`src/rtl/multicycle_control.sv`:
```
// ---------------------------------------------------------------------------
// multicycle_control
//
// Main control unit for a multicycle MIPS-style datapath. This is a Moore FSM
// with a single state register. Every datapath control strobe is decoded
// combinationally from the current state. The only exception is the FETCH
// write enables, which also follow the memory handshake.
//
// Parameters
//   MEM_HANDSHAKE : 1 = FETCH/MEMRD/MEMWR wait for mem_ready,
//                   0 = mem_ready is ignored (memory always completes).
//
// Ports
//   clk          in   rising-edge clock
//   reset        in   asynchronous active-high reset (forces state RST)
//   Op[5:0]      in   opcode field from the instruction register
//   mem_ready    in   memory completion handshake
//   PCWrite, PCWriteCond, IorD, MemRead, MemWrite, MemtoReg,
//   IRWrite, ALUSrcA, RegWrite, RegDst            out  1-bit strobes/selects
//   ALUOp[1:0]   out  00 add, 01 sub, 10 funct decode
//   ALUSrcB[1:0] out  ALU B operand select
//   PCSource[1:0] out PC next-value select
//   state[3:0]   out  current state encoding (debug)
// ---------------------------------------------------------------------------
module multicycle_control #(
    parameter bit MEM_HANDSHAKE = 1'b1
) (
    input  logic       clk,
    input  logic       reset,
    input  logic [5:0] Op,
    input  logic       mem_ready,
    output logic       PCWrite,
    output logic       PCWriteCond,
    output logic       IorD,
    output logic       MemRead,
    output logic       MemWrite,
    output logic       MemtoReg,
    output logic       IRWrite,
    output logic       ALUSrcA,
    output logic       RegWrite,
    output logic       RegDst,
    output logic [1:0] ALUOp,
    output logic [1:0] ALUSrcB,
    output logic [1:0] PCSource,
    output logic [3:0] state
);

    typedef enum logic [3:0] {
        S_RST    = 4'd0,
        S_FETCH  = 4'd1,
        S_DECODE = 4'd2,
        S_MEMADR = 4'd3,
        S_MEMRD  = 4'd4,
        S_MEMWB  = 4'd5,
        S_MEMWR  = 4'd6,
        S_EXEC   = 4'd7,
        S_ALUWB  = 4'd8,
        S_BRANCH = 4'd9,
        S_JUMP   = 4'd10,
        S_ADDIEX = 4'd11,
        S_ADDIWB = 4'd12
    } state_t;

    localparam logic [5:0] OP_RTYPE = 6'b000000;
    localparam logic [5:0] OP_LW    = 6'b100011;
    localparam logic [5:0] OP_SW    = 6'b101011;
    localparam logic [5:0] OP_BEQ   = 6'b000100;
    localparam logic [5:0] OP_J     = 6'b000010;
    localparam logic [5:0] OP_ADDI  = 6'b001000;

    state_t state_q;
    state_t state_d;

    // With the handshake disabled, every memory access completes in one cycle.
    logic mem_done;
    assign mem_done = (MEM_HANDSHAKE == 1'b0) || mem_ready;

    always_ff @(posedge clk or posedge reset) begin
        if (reset) begin
            state_q <= S_RST;
        end else begin
            state_q <= state_d;
        end
    end

    always_comb begin
        state_d     = state_q;
        PCWrite     = 1'b0;
        PCWriteCond = 1'b0;
        IorD        = 1'b0;
        MemRead     = 1'b0;
        MemWrite    = 1'b0;
        MemtoReg    = 1'b0;
        IRWrite     = 1'b0;
        ALUSrcA     = 1'b0;
        RegWrite    = 1'b0;
        RegDst      = 1'b0;
        ALUOp       = 2'b00;
        ALUSrcB     = 2'b00;
        PCSource    = 2'b00;

        case (state_q)
            S_RST: begin
                state_d = S_FETCH;
            end
            S_FETCH: begin
                // IR and PC are only written once the instruction word is valid.
                MemRead = 1'b1;
                ALUSrcB = 2'b01;
                IRWrite = mem_done;
                PCWrite = mem_done;
                if (mem_done) state_d = S_DECODE;
            end
            S_DECODE: begin
                // Precompute the branch target while the opcode is decoded.
                ALUSrcB = 2'b11;
                case (Op)
                    OP_RTYPE:     state_d = S_EXEC;
                    OP_LW, OP_SW: state_d = S_MEMADR;
                    OP_BEQ:       state_d = S_BRANCH;
                    OP_J:         state_d = S_JUMP;
                    OP_ADDI:      state_d = S_ADDIEX;
                    default:      state_d = S_FETCH;  // illegal opcode retires as a NOP
                endcase
            end
            S_MEMADR: begin
                ALUSrcA = 1'b1;
                ALUSrcB = 2'b10;
                state_d = (Op == OP_LW) ? S_MEMRD : S_MEMWR;
            end
            S_MEMRD: begin
                MemRead = 1'b1;
                IorD    = 1'b1;
                if (mem_done) state_d = S_MEMWB;
            end
            S_MEMWB: begin
                RegWrite = 1'b1;
                MemtoReg = 1'b1;
                state_d  = S_FETCH;
            end
            S_MEMWR: begin
                MemWrite = 1'b1;
                IorD     = 1'b1;
                if (mem_done) state_d = S_FETCH;
            end
            S_EXEC: begin
                ALUSrcA = 1'b1;
                ALUOp   = 2'b10;
                state_d = S_ALUWB;
            end
            S_ALUWB: begin
                RegWrite = 1'b1;
                RegDst   = 1'b1;
                state_d  = S_FETCH;
            end
            S_BRANCH: begin
                ALUSrcA     = 1'b1;
                ALUOp       = 2'b01;
                PCWriteCond = 1'b1;
                PCSource    = 2'b01;
                state_d     = S_FETCH;
            end
            S_JUMP: begin
                PCWrite  = 1'b1;
                PCSource = 2'b10;
                state_d  = S_FETCH;
            end
            S_ADDIEX: begin
                ALUSrcA = 1'b1;
                ALUSrcB = 2'b10;
                state_d = S_ADDIWB;
            end
            S_ADDIWB: begin
                RegWrite = 1'b1;
                state_d  = S_FETCH;
            end
            default: begin
                // Unused encodings recover through RST.
                state_d = S_RST;
            end
        endcase
    end

    assign state = state_q;

endmodule

```
`config.mk`:
```
export PLATFORM = sky130hd
export DESIGN_NAME = multicycle_control
export DESIGN_NICKNAME = d
export VERILOG_FILES = /design/src/rtl/multicycle_control.sv
export SDC_FILE = /design/constraint.sdc
export NUM_CORES = 1
export LEC_CHECK = 0
export CORE_MARGIN = 2
export CORE_UTILIZATION = 32
export CTS_CLUSTER_SIZE = 10
export DETAILED_ROUTE_END_ITERATION = 8
export HOLD_SLACK_MARGIN = 0.12
export PLACE_DENSITY_LB_ADDON = 0.2
export SLEW_MARGIN = 30
export SYNTH_ARGS = -nofsm -noshare
export SYNTH_HDL_FRONTEND = slang
export SYNTH_SLANG_ARGS = --single-unit
```
`constraint.sdc`:
```
create_clock -name clk -period 1.5 [get_ports clk]
set_input_delay 0.45 -clock clk [delete_from_list [all_inputs] [get_ports clk]]
set_output_delay 0.45 -clock clk [all_outputs]
set_load 0.01 [all_outputs]
```
==> summary.md <==
| Metric | Value |
|---|---|
| Status | `finished, violations left` |
| Failing checks | `negative setup slack` |
| First-pass GRT wire length | `3.036 mm` |
| Syn_area_per_cell | `6.845 sq um` |
| Final Wtd Congestion | `0.7638` |
| Die Ht | `42.14 um` |
| VDD IR max | `0.0009007 V` |
| Top layer in use | `met4` |
| Setup CP Type | `reg -> out` |
| Clock Latency Late Sink | `250 ps` |
| Peak Freq | `0.5398 GHz` |
| Relative slew slack | `82.74%` |
| CP Max Fanout | `4` |
| Root Driver | `clkbuf_4` |
| # hold bufs at CTS | `0` |
| Largest net degree at the start of global routing | `12` |
| Final HPWL DP | `1.245 mm` |
| Leakage power | `0.4937 nW` |
| DRC | `0` |
| Starting Density | `34.90%` |
| Crit-path most repeated cell | `buf_6` |
| Layout Cells excl Fill | `136` |
| Nets@finish | `131` |
| Die width | `42.14 um` |
| Wire length on met1 | `851 um` |
| Area after DPL | `910.9 sq um` |
| Post-synthesis sequential area ratio | `21.51%` |
| Met3 wire length | `110 um` |
| Hold/Removal Path Class | `in -> async` |
| Max Slew Vio Count | `0` |
| Share of cells above drive strength 1 | `55.37%` |
| Fin crit period | `1852 ps` |
| Core area | `0.001334 sq mm` |
| Area of the multi-input gates | `392.9 sq um` |
| I/O pin cnt | `29` |
| Number of CTS-inserted buffers | `3` |
| Post-synthesis cell count | `68` |
| Inst Count DP | `125` |
| WL per Instance | `15.15 um` |
| Period utilisation layout | `123.5%` |
| Number of DRC markers in iteration 0 | `17` |
| Clk_skew | `13.66 ps` |
| Port buffer count | `28` |
| Ant diodes | `0` |
| Total power | `1.827 mW` |
| CP Capture Type | `primary output` |
| FF+latch area | `101.3 sq um` |
| Clk sinks | `4` |
| Overflow after GRT | `0` |
| Max stage delay on crit path | `400 ps` |
| PwrDens | `1788 mW/mm^2` |
| CTS tree | `done` |
| Max reg flops | `4` |
| Die area | `0.001776 sq mm` |
| Pre-antenna DRT Iters | `4` |
| Slew @ Worst Pin | `258.6 ps` |
| Slowest CP cell | `dfrtp_1` |
| Worst Path Required | `1050 ps` |
| Max-Cap Viols | `0` |
| CP Launch Type | `register` |
| Mapped cell area | `465.4 sq um` |
| Arrival time at the worst endpoint | `1400 ps` |
| Htree depth | `1` |
| Maximum buffer depth of the clock tree | `2` |
| Design Area, Final | `0.001022 sq mm` |
| Vias in the first global route | `671` |
| #FFs+latches synth | `4` |
| Rows | `13` |
| Via Count | `738` |
| Worst setup margin | `-352.4 ps` |
| Drt via density | `5.426` |
| GRT Total Usage | `22.15%` |
| Final hold viol count | `0` |
| Reg-to-Reg Start | `state[1]` |
| YS warnings | `0` |
| RSZ-0062 raised after global routing | `true` |
| Worst setup path startpoint | `state[0]` |
| Final setup viols | `19` |
| Critical path cell sequence | `buf_6, nor2b_4, and3_4, or2_4, buf_6` |
| ANT nets after route | `0` |
| Fillers | `103` |
| Initial antenna violation count | `0` |
| Netlist cell types | `27` |
| Detailed Route WL | `2.061 mm` |
| Clock slew at reported path FFs | `50 ps` |
| WL met2 | `1.074 mm` |
| Synthesis-to-finish area growth | `119.6%` |
| Mapped Nets | `77` |
power by group:
part | internal [mW] | switching [mW] | leakage, nW
sequential | 0.150 | 0.0568 | 0.0491
combinational | 0.779 | 0.679 | 0.430
clock | 0.101 | 0.0609 | 0.0150
total | 1.03 | 0.797 | 0.494
through the flow:
stage               setup TNS (ps)  util, %  worst slack, ps  hold WS (ps)
detailed placement           -6797    68.29           -690.9         648.7
global placement             -6661    68.29           -674.0         636.1
floorplan                   -269.4        -           -46.60         216.0
finish                       -4157    76.64           -352.4         385.1
global route                 -5207    76.64           -385.3         419.5
CTS                          -3548    73.73           -325.7         394.2
area by class of cell:
class	instances	area share (%)
timing repair buffer	56	46.14
multi-input combinational	54	38.43
sequential	4	9.914
clock buffer	4	2.570
tap	15	1.836
inverter	3	1.102
per-layer routing:
layer,global-route usage (%),vias up
met5,0,-
met4,6.875,0
met3,3.017,4
met2,39.38,32
met1,27.49,349
li1,-,353
timing repair:
item / in CTS / in global routing
resized for setup: 89 / 11
buffers inserted: 9 / 0
pin swaps: 3 / 2
setup endpoints to repair: 21 / 22
cells in the mapped netlist, drive strengths merged:
cell type	count	area share, %
dfrtp	4	22
nor2b	2	2.7
xor2	1	1.9
buf	4	5.4
o21ai	3	3.2
or4	1	1.6
nor2	7	5.6
or2	1	1.3
nand2	5	4.0
o2bb2ai	1	1.9
or4b	1	2.2
nor3	8	8.6
xnor2	2	3.8
clkbuf	3	2.4
a31oi	2	2.7
a2111o	1	2.4
a21oi	7	7.5
o2111ai	1	1.9
a211oi	1	1.6
and3	3	4.0
inv	3	2.4
a311oi	1	1.9
nor3b	1	2.7
nand2b	1	1.3
o22ai	2	2.7
nand4	2	2.7
cells by family (layout without fill, tap and decap cells):
group                  after synthesis  count (layout)  synth area share [%]
flip-flops                           4               4                 21.51
AO/OA/AOI/OAI                       19              19                 25.81
AND/OR/NAND/NOR                     32              32                 36.83
XOR/XNOR                             3               3                 5.646
buffers and inverters               10              63                 10.21
worst max-delay path: cells and delay by family (launching register included):
kind                   cells  cell delay, ps
AND/OR/NAND/NOR            3             500
buffers and inverters      2             240
flip-flops                 1             400
placed cells by master, fill, tap and decap left out, types with 4 or more instances in the layout:
cell type,synthesis,layout
buf_4,2,21
nor2_2,0,4
buf_6,0,11
buf_2,2,9
a21oi_1,7,6
dlygate4sd2_1,0,9
nor3_1,8,6
worst paths after layout:
check / endpoint / slack [ps] / depth (start not counted)
max in group asynchronous: state[2] / 940 / 2
min in group clk: state[1] / 710 / 2
hold reg to reg: state[1] / 710 / 2
setup reg to reg: state[1] / -40 / 6
hold / removal: state[0] / 390 / 2
setup / recovery: PCWrite / -350 / 5
No activity file was read; power rests on OpenSTA's default activity.
